===== config.mk =====
export PLATFORM = sky130hd
export DESIGN_NAME = ball_motion_flat
export DESIGN_NICKNAME = d
export VERILOG_FILES = /design/src/rtl/ball_pkg.sv /design/src/rtl/ball_motion_if.sv /design/src/rtl/ball_motion_collision_latch.sv /design/src/rtl/ball_motion.sv /design/src/flat_wrapper.sv
export SDC_FILE = /design/constraint.sdc
export NUM_CORES = 1
export LEC_CHECK = 0
export BUFFER_PORTS_ARGS = -buffer_cell sky130_fd_sc_hd__buf_2
export CAP_MARGIN = 20
export CORE_UTILIZATION = 45
export CTS_CLUSTER_DIAMETER = 120
export DETAILED_ROUTE_END_ITERATION = 10
export GPL_TIMING_DRIVEN = 0
export HOLD_SLACK_MARGIN = 0.12
export MAX_ROUTING_LAYER = met4
export PLACE_DENSITY_LB_ADDON = 0.05
export SYNTH_ARGS = -nofsm -noshare
export SYNTH_HDL_FRONTEND = slang
export SYNTH_SLANG_ARGS = --single-unit
export TNS_END_PERCENT = 100

===== constraint.sdc =====
create_clock -name clk -period 4.8 [get_ports clk]
set_clock_uncertainty 0.1 [all_clocks]
set_input_delay 0.96 -clock clk [delete_from_list [all_inputs] [get_ports clk]]
set_output_delay 0.96 -clock clk [all_outputs]
set_load 0.02 [all_outputs]

===== src/rtl/ball_pkg.sv =====
// ----------------------------------------------------------------------------
// ball_pkg
// Shared constants, types and arithmetic helpers for the ball motion block.
//   SPEED_W / COORD_W : width of speeds and of pixel coordinates
//   state_t           : motion state (HOLD frozen, MOVE integrating)
//   FLAG_*            : bit positions of the latched collision vector
//   sat_add()         : signed add clamped to [-limit, +limit]
//   reflect()         : force a speed to a given direction; when
//                       BALL_BOUNCE_DAMP_EN is defined the magnitude is also
//                       reduced by a loss, floored at zero
// ----------------------------------------------------------------------------
package ball_pkg;

    localparam int SPEED_W = 11;
    localparam int COORD_W = 11;

    localparam int FLAG_TOP     = 0;
    localparam int FLAG_LEFT    = 1;
    localparam int FLAG_RIGHT   = 2;
    localparam int FLAG_FLIPPER = 3;

    typedef enum logic [0:0] {
        HOLD = 1'b0,
        MOVE = 1'b1
    } state_t;

    typedef logic signed [SPEED_W-1:0] speed_t;

    // Add in one extra bit so the sum cannot wrap before it is clamped.
    function automatic speed_t sat_add(input speed_t speed,
                                       input speed_t delta,
                                       input speed_t limit);
        logic signed [SPEED_W:0] s_ext;
        logic signed [SPEED_W:0] d_ext;
        logic signed [SPEED_W:0] l_ext;
        logic signed [SPEED_W:0] sum;
        s_ext = {speed[SPEED_W-1], speed};
        d_ext = {delta[SPEED_W-1], delta};
        l_ext = {limit[SPEED_W-1], limit};
        sum   = s_ext + d_ext;
        if (sum > l_ext) begin
            return limit;
        end else if (sum < -l_ext) begin
            return -limit;
        end else begin
            return sum[SPEED_W-1:0];
        end
    endfunction

    // Reflection keeps only the magnitude; the caller picks the new direction.
    function automatic speed_t reflect(input speed_t speed,
                                       input logic   to_pos,
                                       input speed_t loss);
        speed_t mag;
        mag = speed[SPEED_W-1] ? -speed : speed;
`ifdef BALL_BOUNCE_DAMP_EN
        mag = (mag > loss) ? (mag - loss) : speed_t'(11'sd0);
`else
        mag = mag + (loss & speed_t'(11'sd0));
`endif
        return to_pos ? mag : -mag;
    endfunction

endpackage


===== src/rtl/ball_motion_if.sv =====
// ----------------------------------------------------------------------------
// ball_motion_if
// Bundles the game-controller side of the ball motion block.
//   master : game controller / video side (drives frame, control and
//            collision flags, observes the ball position)
//   slave  : ball_motion itself
// Signals:
//   startOfFrame, pause, reset_level            control from game controller
//   collisionSmileyBorder{Top,Left,Right}       per-pixel border collisions
//   collisionSmileyFlipper                      per-pixel flipper collision
//   topLeftX, topLeftY (11-bit signed)          ball top-left pixel
//   moving                                      1 while in MOVE state
// ----------------------------------------------------------------------------
interface ball_motion_if;
    import ball_pkg::*;

    logic                       startOfFrame;
    logic                       pause;
    logic                       reset_level;
    logic                       collisionSmileyBorderTop;
    logic                       collisionSmileyBorderLeft;
    logic                       collisionSmileyBorderRight;
    logic                       collisionSmileyFlipper;
    logic signed [COORD_W-1:0]  topLeftX;
    logic signed [COORD_W-1:0]  topLeftY;
    logic                       moving;

    modport master (
        output startOfFrame, pause, reset_level,
        output collisionSmileyBorderTop, collisionSmileyBorderLeft,
        output collisionSmileyBorderRight, collisionSmileyFlipper,
        input  topLeftX, topLeftY, moving
    );

    modport slave (
        input  startOfFrame, pause, reset_level,
        input  collisionSmileyBorderTop, collisionSmileyBorderLeft,
        input  collisionSmileyBorderRight, collisionSmileyFlipper,
        output topLeftX, topLeftY, moving
    );

endinterface


===== src/rtl/ball_motion_collision_latch.sv =====
// ----------------------------------------------------------------------------
// collision_latch
// Four sticky collision flags gathered during scan-out and handed to the
// frame update at startOfFrame.
//   clk, reset  : clock, synchronous active-high reset
//   i_clear     : level restart, discards everything latched so far
//   i_sof       : start-of-frame pulse (the cycle the flags are consumed)
//   i_flags     : per-pixel collision inputs (see FLAG_* in ball_pkg)
//   o_flags     : latched flags for the frame update
// ----------------------------------------------------------------------------
module collision_latch
    import ball_pkg::*;
(
    input  logic       clk,
    input  logic       reset,
    input  logic       i_clear,
    input  logic       i_sof,
    input  logic [3:0] i_flags,
    output logic [3:0] o_flags
);

    logic [3:0] r_flags;

    // Sticky accumulation; on startOfFrame the old set is consumed and only
    // flags arriving on that very cycle carry over into the next frame.
    always_ff @(posedge clk) begin
        if (reset || i_clear) begin
            r_flags <= 4'b0000;
        end else if (i_sof) begin
            r_flags <= i_flags;
        end else begin
            r_flags <= r_flags | i_flags;
        end
    end

    assign o_flags = r_flags;

endmodule


===== src/rtl/ball_motion.sv =====
// ----------------------------------------------------------------------------
// ball_motion
// Integrates the smiley ball's velocity and position once per video frame,
// applying border bounces, flipper kicks and gravity.
// Ports:
//   clk   : system/pixel clock
//   reset : synchronous, active-high
//   bus   : ball_motion_if.slave (frame/control/collision inputs,
//           topLeftX/topLeftY/moving outputs)
// Optional build macro: BALL_BOUNCE_DAMP_EN -- border bounces lose
//   BOUNCE_LOSS of speed magnitude (floored at zero); flipper kicks are
//   never damped.
// Position is fixed point with FRAC_BITS fractional bits; the pixel outputs
// are the integer part of the registered position.
// The startOfFrame that releases HOLD also performs that frame's update, so
// motion starts on the same frame the pause is lifted.
// ----------------------------------------------------------------------------
module ball_motion
    import ball_pkg::*;
#(
    parameter int INITIAL_X       = 280,
    parameter int INITIAL_Y       = 185,
    parameter int INITIAL_X_SPEED = 40,
    parameter int INITIAL_Y_SPEED = 20,
    parameter int GRAVITY         = 1,
    parameter int MAX_Y_SPEED     = 230,
    parameter int FLIPPER_KICK    = 200,
    parameter int FRAC_BITS       = 6,
    parameter int BOUNCE_LOSS     = 4
)
(
    input  logic          clk,
    input  logic          reset,
    ball_motion_if.slave  bus
);

    localparam int POS_W = COORD_W + FRAC_BITS;

    localparam logic signed [POS_W-1:0] INIT_POS_X = POS_W'(INITIAL_X << FRAC_BITS);
    localparam logic signed [POS_W-1:0] INIT_POS_Y = POS_W'(INITIAL_Y << FRAC_BITS);
    localparam speed_t INIT_SPEED_X = speed_t'(INITIAL_X_SPEED);
    localparam speed_t INIT_SPEED_Y = speed_t'(INITIAL_Y_SPEED);
    localparam speed_t GRAV         = speed_t'(GRAVITY);
    localparam speed_t MAX_VY       = speed_t'(MAX_Y_SPEED);
    localparam speed_t KICK_UP      = speed_t'(-FLIPPER_KICK);
    localparam speed_t LOSS         = speed_t'(BOUNCE_LOSS);

    state_t                  r_state;
    state_t                  w_state_next;
    logic signed [POS_W-1:0] r_pos_x;
    logic signed [POS_W-1:0] r_pos_y;
    speed_t                  r_speed_x;
    speed_t                  r_speed_y;

    logic [3:0]              w_flags;
    logic                    w_update;
    speed_t                  w_speed_x_next;
    speed_t                  w_speed_y_bounce;
    speed_t                  w_speed_y_next;
    logic signed [POS_W-1:0] w_pos_x_next;
    logic signed [POS_W-1:0] w_pos_y_next;

    collision_latch u_collision_latch (
        .clk     (clk),
        .reset   (reset),
        .i_clear (bus.reset_level),
        .i_sof   (bus.startOfFrame),
        .i_flags ({bus.collisionSmileyFlipper,
                   bus.collisionSmileyBorderRight,
                   bus.collisionSmileyBorderLeft,
                   bus.collisionSmileyBorderTop}),
        .o_flags (w_flags)
    );

    // A frame is integrated whenever it starts unpaused, whatever the state.
    assign w_update = bus.startOfFrame & ~bus.pause;

    // Next-state logic: transitions are only evaluated at frame start.
    always_comb begin
        w_state_next = r_state;
        case (r_state)
            HOLD: begin
                if (bus.startOfFrame && !bus.pause) begin
                    w_state_next = MOVE;
                end else begin
                    w_state_next = HOLD;
                end
            end
            MOVE: begin
                if (bus.startOfFrame && bus.pause) begin
                    w_state_next = HOLD;
                end else begin
                    w_state_next = MOVE;
                end
            end
            default: begin
                w_state_next = HOLD;
            end
        endcase
    end

    // Frame arithmetic: bounces first, then gravity, then position.
    always_comb begin
        w_speed_x_next   = r_speed_x;
        w_speed_y_bounce = r_speed_y;

        // Hitting both side walls at once just flips the current direction.
        if (w_flags[FLAG_LEFT] && w_flags[FLAG_RIGHT]) begin
            w_speed_x_next = reflect(r_speed_x, r_speed_x[SPEED_W-1], LOSS);
        end else if (w_flags[FLAG_LEFT]) begin
            w_speed_x_next = reflect(r_speed_x, 1'b1, LOSS);
        end else if (w_flags[FLAG_RIGHT]) begin
            w_speed_x_next = reflect(r_speed_x, 1'b0, LOSS);
        end else begin
            w_speed_x_next = r_speed_x;
        end

        // The flipper kick wins over a simultaneous top-border bounce.
        if (w_flags[FLAG_FLIPPER]) begin
            w_speed_y_bounce = KICK_UP;
        end else if (w_flags[FLAG_TOP]) begin
            w_speed_y_bounce = reflect(r_speed_y, 1'b1, LOSS);
        end else begin
            w_speed_y_bounce = r_speed_y;
        end

        w_speed_y_next = sat_add(w_speed_y_bounce, GRAV, MAX_VY);

        w_pos_x_next = r_pos_x + $signed({{(POS_W-SPEED_W){w_speed_x_next[SPEED_W-1]}},
                                          w_speed_x_next});
        w_pos_y_next = r_pos_y + $signed({{(POS_W-SPEED_W){w_speed_y_next[SPEED_W-1]}},
                                          w_speed_y_next});
    end

    // State, position and speed registers; reset_level restarts like reset.
    always_ff @(posedge clk) begin
        if (reset || bus.reset_level) begin
            r_state   <= HOLD;
            r_pos_x   <= INIT_POS_X;
            r_pos_y   <= INIT_POS_Y;
            r_speed_x <= INIT_SPEED_X;
            r_speed_y <= INIT_SPEED_Y;
        end else begin
            r_state <= w_state_next;
            if (w_update) begin
                r_pos_x   <= w_pos_x_next;
                r_pos_y   <= w_pos_y_next;
                r_speed_x <= w_speed_x_next;
                r_speed_y <= w_speed_y_next;
            end else begin
                r_pos_x   <= r_pos_x;
                r_pos_y   <= r_pos_y;
                r_speed_x <= r_speed_x;
                r_speed_y <= r_speed_y;
            end
        end
    end

    // Integer part of a signed fixed-point value is its upper bits.
    assign bus.topLeftX = r_pos_x[POS_W-1:FRAC_BITS];
    assign bus.topLeftY = r_pos_y[POS_W-1:FRAC_BITS];
    assign bus.moving   = (r_state == MOVE);

endmodule

===== src/flat_wrapper.sv =====
// flat-port wrapper written by rule: the top's interface ports become plain ports
module ball_motion_flat import ball_pkg::*;
#(
    parameter int INITIAL_X       = 280,
    parameter int INITIAL_Y       = 185,
    parameter int INITIAL_X_SPEED = 40,
    parameter int INITIAL_Y_SPEED = 20,
    parameter int GRAVITY         = 1,
    parameter int MAX_Y_SPEED     = 230,
    parameter int FLIPPER_KICK    = 200,
    parameter int FRAC_BITS       = 6,
    parameter int BOUNCE_LOSS     = 4
)
  (clk, reset, bus_startOfFrame, bus_pause, bus_reset_level, bus_collisionSmileyBorderTop, bus_collisionSmileyBorderLeft, bus_collisionSmileyBorderRight, bus_collisionSmileyFlipper, bus_topLeftX, bus_topLeftY, bus_moving);
  ball_motion_if bus_i ();
  input  logic clk;
  input  logic reset;
  input wire logic [$bits(bus_i.startOfFrame)-1:0] bus_startOfFrame;
  input wire logic [$bits(bus_i.pause)-1:0] bus_pause;
  input wire logic [$bits(bus_i.reset_level)-1:0] bus_reset_level;
  input wire logic [$bits(bus_i.collisionSmileyBorderTop)-1:0] bus_collisionSmileyBorderTop;
  input wire logic [$bits(bus_i.collisionSmileyBorderLeft)-1:0] bus_collisionSmileyBorderLeft;
  input wire logic [$bits(bus_i.collisionSmileyBorderRight)-1:0] bus_collisionSmileyBorderRight;
  input wire logic [$bits(bus_i.collisionSmileyFlipper)-1:0] bus_collisionSmileyFlipper;
  output wire logic [$bits(bus_i.topLeftX)-1:0] bus_topLeftX;
  output wire logic [$bits(bus_i.topLeftY)-1:0] bus_topLeftY;
  output wire logic [$bits(bus_i.moving)-1:0] bus_moving;
  assign bus_i.startOfFrame = bus_startOfFrame;
  assign bus_i.pause = bus_pause;
  assign bus_i.reset_level = bus_reset_level;
  assign bus_i.collisionSmileyBorderTop = bus_collisionSmileyBorderTop;
  assign bus_i.collisionSmileyBorderLeft = bus_collisionSmileyBorderLeft;
  assign bus_i.collisionSmileyBorderRight = bus_collisionSmileyBorderRight;
  assign bus_i.collisionSmileyFlipper = bus_collisionSmileyFlipper;
  assign bus_topLeftX = bus_i.topLeftX;
  assign bus_topLeftY = bus_i.topLeftY;
  assign bus_moving = bus_i.moving;
  ball_motion #(.INITIAL_X(INITIAL_X), .INITIAL_Y(INITIAL_Y), .INITIAL_X_SPEED(INITIAL_X_SPEED), .INITIAL_Y_SPEED(INITIAL_Y_SPEED), .GRAVITY(GRAVITY), .MAX_Y_SPEED(MAX_Y_SPEED), .FLIPPER_KICK(FLIPPER_KICK), .FRAC_BITS(FRAC_BITS), .BOUNCE_LOSS(BOUNCE_LOSS)) u_core (.clk(clk), .reset(reset), .bus(bus_i));
endmodule

==> flow_summary_export.csv, run 1 <==
group,metric,value,unit
power,vdd_drop_max,123.2,uV
yosys,synthArstFlopShare,0,%
yosys,yosys.area_share.adder,10.38,%
placed_design,io_buffers,31,
timing,fin_ws,-0.3079,ns
yosys,synth_top_family_by_area,"compound AO/OA/AOI/OAI gates",
route,drtAntennaViolNets,0,
route,post_drt_via_cell_ratio,5.669,
layout,final_nets,784,
floorplan,die-height,105.8,um
worst_setup_path,critPathArrivalTime,5.28,ns
run_status,status,"finished with violations",
yosys,synthCells,640,
yosys,syn-num-nets,688,
global_routing,grt_max_degree,14,
floorplan,die_x,105.8,um
yosys,synth-edff-count,0,
yosys,yosysTopAreaCell,"dfxtp_1",
clock_network,clk_latency,0.34,ns
global_routing,grt_pass1_vias,4676,
layout,syn2layout_area_growth,27.77,%
route,vias,4966,
floorplan,fp.dieArea,11190,um2
route,dr.pass1.iters,5,
yosys,yosys_warnings,0,
timing,timing.setup.tns,-1.066,ns
worst_setup_path,required,4.98,ns
yosys,synth-seq-cells,57,
global_routing,gr-total-overflow,0,
hold_path,hold_path_class,"register to register",
yosys,synthDominantCellAreaShare,23.54,%
timing,finalMaxSlewViolations,0,
worst_setup_path,cp_max_fo,7,
yosys,yosysUniqueCellTypes,79,
run_status,violations,"negative setup slack",
global_routing,grt_usage,26.85,%
worst_setup_path,reg2reg_depth,24,
timing,rsz0062_at_grt,"yes",
clock_network,cts_tree,"yes",
timing,fin_crit_sh,106.4,%
global_routing,antenna_found_initial,0,
worst_setup_path,cp-end-kind,"register",
floorplan,placementRows,37,
layout,fin_area,6193,um2
yosys,synthSimpleGateAreaFrac,22.10,%
yosys,synthXorXnorAreaFrac,7.589,%
hold_path,min_path_cells,2,
route,wirelength,14610,um
placed_design,hpwl,9763,um
route,drt-initial-drc-count,221,
route,drc,0,
layout,fillCellCount,965,
job,timing.max_cap.violations,0,
clock_network,clk_pin_slew,0.07,ns
clock_network,clockBufferDepth,2,
clock_network,htreeDepth,3,
yosys,syn_area,4847,um2
clock_network,clock_sinks,57,
timing,tightest_slew,0.7352,ns
floorplan,num_io_pins,32,
power,power_density,206.5,nW/um2
yosys,synth_flop_cell,"dfxtp_1",
worst_setup_path,critPathSlowestCell,"dfxtp_4",
timing,hold_viol,0,
worst_setup_path,cpPeakStageDelay,0.41,ns
clock_network,ctsRootBufferMaster,"clkbuf_8",
yosys,yosysSeqAreaShare,23.54,%
floorplan,coreArea,10370,um2
route,wire_per_inst,16.68,um
timing,maxSlewHeadroom,50.99,%
yosys,synth_compound_area_share,26.23,%
timing,period_minus_slack,5.108,ns
worst_setup_path,path_class,"register to register",
timing,setup_viol,7,
power,leakage,2.534,nW
yosys,yosys-top-cells-area,"dfxtp_1, ha_1, a21oi_1",
placed_design,placed_cell_area,5216,um2
clock_network,cts_hold_buf,0,
layout,num_antenna_cells,0,
worst_setup_path,timing.critical_path.cells,"inv_2, ha_2, nand3_2, a21boi_4, nor2_2, ha_2, o211ai_1, buf_4, nor4_4, xnor2_2, o311ai_4, nand3b_4, and2b_1, nand2b_1, fa_2, a21o_1, a21o_4, a2111oi_4, nor2_2, a211o_1, a21oi_2, xnor2_1, nand2_1, a21oi_2",
layout,drive_gt1_share,27.84,%
timing,max_freq,0.1958,GHz
yosys,synth_mux_area_share,1.859,%
clock_network,cts_made_buffers,9,
placed_design,place_congestion,0.9274,
yosys,syn_area_per_cell,7.574,um2
floorplan,start_util,46.74,%
global_routing,grt_pass1_wl,23280,um
placed_design,place_ws,-0.6892,ns
worst_setup_path,start_kind,"register",
-- critical path, delay by kind of cell, from the launching register on --
family,cells,cell delay (ns)
adders and majority gates,3,0.93
AOI/OAI and AO/OA,9,1.82
xor gates and xnor gates,2,0.33
buffers and inverters,2,0.24
DFF,1,0.41
and+or+nand+nor,8,1.18
-- final timing paths --
path | startpoint | to | slack, ns
setup / recovery | u_core.r_speed_y[1]$_SDFFE_PP0P_ | u_core.r_pos_y[12]$_SDFFE_PP0P_ | -0.31
hold / removal | u_core.bus.moving$_SDFFE_PP0P_ | u_core.bus.moving$_SDFFE_PP0P_ | 0.36
setup reg to reg | u_core.r_speed_y[1]$_SDFFE_PP0P_ | u_core.r_pos_y[12]$_SDFFE_PP0P_ | -0.31
hold reg to reg | u_core.bus.moving$_SDFFE_PP0P_ | u_core.bus.moving$_SDFFE_PP0P_ | 0.36
-- layout make-up --
type                    count  area (um2)  share of cell area [%]
multi-input cells         502        3702                   59.78
flip-flops and latches     57        1154                   18.63
repair buffers             86       583.1                   9.414
plain buffers              51       280.3                   4.525
well taps                 136       170.2                   2.747
clock buffers              12       155.1                   2.505
inverters                  29       108.9                   1.758
clock inverters             3       40.04                  0.6465
-- metrics by stage --
stage	utilization, %	total power [W]	hold slack [ns]	instances
3_3_place_gp	50.30	0.0007427	0.3414	807
6_report	59.72	0.001279	0.3581	876
4_1_cts	56.88	0.001261	0.3608	864
3_5_place_dp	50.30	0.0007478	0.3510	807
2_1_floorplan	-	0.0006886	0.3356	640
5_1_grt	59.72	0.001336	0.3751	876
-- power by group --
group | leakage, nW | switching, W | internal (W)
clock | 0.102 | 0.000202 | 0.000264
sequential | 0.465 | 0.0000122 | 0.000484
combinational | 1.97 | 0.000180 | 0.000137
total | 2.53 | 0.000395 | 0.000884
-- cell families (layout without fill, tap and decap cells) --
logic type	Yosys count	in the layout
other cells	1	1
mux	9	9
buf+inv	82	181
flops	57	57
xor+xnor	42	42
fa+ha+maj	39	39
compound gates	196	196
simple gates	214	215
-- sequential cells by signal, summed over array words and instances, names as in the netlist --
name / count
u_core.r_pos_x: 15
u_core.r_speed_x: 9
u_core.bus.moving: 1
u_core.r_speed_y: 11
u_core.u_collision_latch.o_flags: 4
u_core.r_pos_y: 17
-- metal layers --
metal	global-route usage, %	up-vias	routed length, um
li1	-	2441	-
met1	33.59	2399	6606
met2	45.56	106	7296
met3	3.649	20	495
met4	6.746	0	213
met5	-	-	0
-- repair_timing --
item	in CTS	in global routing
cloned	1	0
resized for setup	36	43
endpoints found under the setup margin	12	13
pin swaps	20	30
setup buffers	41	21
-- cells in the mapped netlist (all sizes together) (5+ instances only) --
library cell,count
a21oi,77
nand2,76
dfxtp,57
nor2,57
ha,37
o21ai,37
buf,30
inv,29
clkbuf,23
xor2,22
xnor2,20
nor3,15
nand3,10
mux2i,9
a21o,8
o211ai,8
a31oi,7
and2,7
a211oi,6
nand2b,6
o21a,6
o22ai,5
o311ai,5
o31ai,5
or3,5
-- layout by cell type, fill, tap and decap left out, types with 9 or more instances in the layout --
cell	n
a21oi_1	63
nor3_1	12
buf_2	35
a21oi_2	14
xor2_1	18
dfxtp_1	53
clkbuf_1	23
nand2_1	76
o21ai_0	24
xnor2_1	18
nand3_1	9
buf_4	73
nor2_1	55
clkbuf_8	11
inv_1	27
ha_1	33
o21ai_1	10
Power figures use the tool's default switching activity.
==> run 2: changes to the inputs <==
--- a/config.mk
+++ b/config.mk
@@ -8,6 +8,7 @@
 export BUFFER_PORTS_ARGS = -buffer_cell sky130_fd_sc_hd__buf_2
 export CAP_MARGIN = 20
 export CORE_UTILIZATION = 45
+export CTS_BUF_LIST = sky130_fd_sc_hd__clkbuf_4 sky130_fd_sc_hd__clkbuf_8
 export CTS_CLUSTER_DIAMETER = 120
 export DETAILED_ROUTE_END_ITERATION = 10
 export GPL_TIMING_DRIVEN = 0
==> run 2 against run 1 <==
The flow still finishes with violations (negative setup slack). Clock-buffer cell count did not move. Sequential power barely moved. Die area did not move. Fmax fell by 0.47%. Worst setup slack got worse by 0.024 ns. Non-clock buffer count did not move. Register-to-register slack got worse by 0.02 ns. Global-route usage barely moved. Cell count did not move. First-iteration DRC count fell by 17%. Critical path type unchanged. Critical endpoint unchanged. Largest cell class unchanged.
==> flow_summary_export.csv, run 2 (synthesis results as in run 1) <==
group,metric,value,unit
timing,rsz0062_at_grt,"yes",
timing,tightest_slew,0.7483,ns
clock_network,cts_tree,"yes",
worst_setup_path,cpPeakStageDelay,0.41,ns
placed_design,hpwl,9763,um
hold_path,hold_path_class,"register to register",
clock_network,htreeDepth,3,
worst_setup_path,r2r_setup_slack,-0.33,ns
layout,regMostFlops,"u_core.r_pos_y",
global_routing,grt_pass1_wl,23290,um
clock_network,clock_sinks,57,
clock_network,clk_latency,0.34,ns
floorplan,die-height,105.8,um
worst_setup_path,critPathLaunch,"u_core.r_speed_y[1]$_SDFFE_PP0P_",
layout,final_nets,784,
route,dr.pass1.iters,5,
clock_network,cts_made_buffers,9,
worst_setup_path,critPathSlowestCell,"dfxtp_4",
route,wire_per_inst,16.72,um
layout,drive_gt1_share,27.97,%
floorplan,fp.dieArea,11190,um2
worst_setup_path,crit_cells,24,
layout,final_cell_mix,"nand2_1, buf_4, a21oi_1",
timing,holdWs,0.3573,ns
clock_network,ctsRootBufferMaster,"clkbuf_8",
route,wirelength,14650,um
layout,syn2layout_area_growth,27.85,%
floorplan,num_io_pins,32,
global_routing,grt_max_degree,14,
timing,timing.setup.tns,-1.238,ns
route,drc,0,
worst_setup_path,cp-end-kind,"register",
clock_network,clk_pin_slew,0.07,ns
timing,max_freq,0.1948,GHz
floorplan,coreArea,10370,um2
placed_design,io_buffers,31,
clock_network,clockBufferDepth,2,
worst_setup_path,r2r-end,"u_core.r_pos_y[12]$_SDFFE_PP0P_",
run_status,violations,"negative setup slack",
layout,fillCellCount,966,
route,met3_length,514,um
global_routing,grt_usage,26.86,%
worst_setup_path,worst-path-buf-inv,2,
worst_setup_path,r2r_start,"u_core.r_speed_y[1]$_SDFFE_PP0P_",
placed_design,place_congestion,0.9274,
timing,hold_viol,0,
power,leakage,2.538,nW
worst_setup_path,start_kind,"register",
power,vdd_drop_max,123.2,uV
global_routing,grt_pass1_vias,4674,
worst_setup_path,reg2reg_depth,24,
layout,reg_top3,"u_core.r_pos_y: 17 flops, u_core.r_pos_x: 15 flops, u_core.r_speed_y: 11 flops",
global_routing,gr-total-overflow,0,
timing,fin_ws,-0.3322,ns
timing,period_minus_slack,5.132,ns
worst_setup_path,crit_path_end,"u_core.r_pos_y[12]$_SDFFE_PP0P_",
route,highest_layer,"met4",
worst_setup_path,cp_max_fo,7,
worst_setup_path,required,4.97,ns
layout,final_common_cell,"nand2_1",
worst_setup_path,timing.critical_path.cells,"inv_2, ha_2, nand3_2, a21boi_4, nor2_2, ha_2, o211ai_1, buf_4, nor4_4, xnor2_2, o311ai_4, nand3b_4, and2b_1, nand2b_1, fa_2, a21o_1, a21o_4, a2111oi_4, nor2_2, a211o_1, a21oi_2, xnor2_1, nand2_1, a21oi_2",
worst_setup_path,crit_family,"compound AO/OA/AOI/OAI gates",
run_status,status,"finished with violations",
floorplan,die_x,105.8,um
power,power_density,207.0,nW/um2
layout,num_antenna_cells,0,
route,drtAntennaViolNets,0,
global_routing,antenna_found_initial,0,
floorplan,start_util,46.74,%
route,wl_met2,7328,um
worst_setup_path,critPathArrivalTime,5.31,ns
route,post_drt_via_cell_ratio,5.708,
timing,maxSlewHeadroom,50.11,%
timing,finalMaxSlewViolations,0,
job,timing.max_cap.violations,0,
timing,setup_viol,8,
route,vias,5000,
layout,largest_reg_flops,17,
worst_setup_path,path_class,"register to register",
timing,fin_crit_sh,106.9,%
route,drt-initial-drc-count,183,
floorplan,placementRows,37,
route,wl_met1,6592,um
[run 2: cell count changes in the layout (fill, tap and decap cells not counted)]
cell      delta
clkbuf_1     -1
clkbuf_4     +1
[run 2: worst min path at each step]
| stage | start | end | slack, ns | depth (start not counted) |
|---|---|---|---|---|
| 2_1_floorplan | u_core.r_pos_y[3]$_SDFFE_PP0P_ | u_core.r_pos_y[3]$_SDFFE_PP0P_ | 0.34 | 2 |
| 5_1_grt | u_core.r_pos_y[5]$_SDFFE_PP0P_ | u_core.r_pos_y[5]$_SDFFE_PP0P_ | 0.38 | 2 |
| 3_5_place_dp | u_core.bus.moving$_SDFFE_PP0P_ | u_core.bus.moving$_SDFFE_PP0P_ | 0.35 | 2 |
| 6_report | u_core.bus.moving$_SDFFE_PP0P_ | u_core.bus.moving$_SDFFE_PP0P_ | 0.36 | 2 |
| 3_3_place_gp | u_core.bus.moving$_SDFFE_PP0P_ | u_core.bus.moving$_SDFFE_PP0P_ | 0.34 | 2 |
| 4_1_cts | u_core.r_pos_y[5]$_SDFFE_PP0P_ | u_core.r_pos_y[5]$_SDFFE_PP0P_ | 0.36 | 2 |
[run 2: stage by stage]
step	instances	cell area (um2)	worst slack [ns]	total power [W]	utilization (%)
final	876	6197	-0.3322	0.001283	59.76
after floorplan	640	4891	0.01297	0.0006886	-
after CTS	864	5902	-0.2133	0.001267	56.91
after global placement	807	5216	-0.6465	0.0007427	50.30
after detailed placement	807	5216	-0.6892	0.0007478	50.30
after global routing	876	6197	-0.4931	0.001343	59.76
[run 2: what timing repair did]
action | in CTS | in global routing
endpoints found under the hold margin | 0 | 0
gates resized for setup | 36 | 43
cloned | 1 | 0
hold buffers | 0 | 0
setup buffers | 41 | 21
endpoints found under the setup margin | 12 | 13
pin swaps | 20 | 30
[run 2: area by class of cell]
class | count | area [um2] | share of cell area [%]
Buffer | 51 | 280.3 | 4.523
Clock buffer | 12 | 158.9 | 2.564
Clock inverter | 3 | 40.04 | 0.6461
Inverter | 29 | 108.9 | 1.757
Multi-Input combinational cell | 502 | 3702 | 59.74
Sequential cell | 57 | 1154 | 18.62
Tap cell | 136 | 170.2 | 2.746
Timing Repair Buffer | 86 | 583.1 | 9.408
[run 2: worst reg2reg max path, cell delays in order (launching register included)]
cell,delay (ns)
dfxtp_4,0.41
inv_2,0.06
ha_2,0.31
nand3_2,0.08
a21boi_4,0.17
nor2_2,0.13
ha_2,0.24
o211ai_1,0.14
buf_4,0.19
nor4_4,0.35
xnor2_2,0.21
o311ai_4,0.18
nand3b_4,0.16
and2b_1,0.17
nand2b_1,0.12
fa_2,0.38
a21o_1,0.18
a21o_4,0.22
a2111oi_4,0.38
nor2_2,0.10
a211o_1,0.30
a21oi_2,0.15
xnor2_1,0.12
nand2_1,0.08
a21oi_2,0.13
[run 2: layer usage]
layer | up-vias | global-route usage (%)
met3 | 20 | 3.649
met4 | 0 | 6.746
met1 | 2423 | 33.63
met2 | 112 | 45.56
met5 | - | -
li1 | 2445 | -
[run 2: power breakdown]
group          internal [W]  total (W)  switching [W]
Clock              0.000269   0.000469       0.000200
Sequential         0.000484   0.000496      0.0000123
Combinational      0.000137   0.000318       0.000181
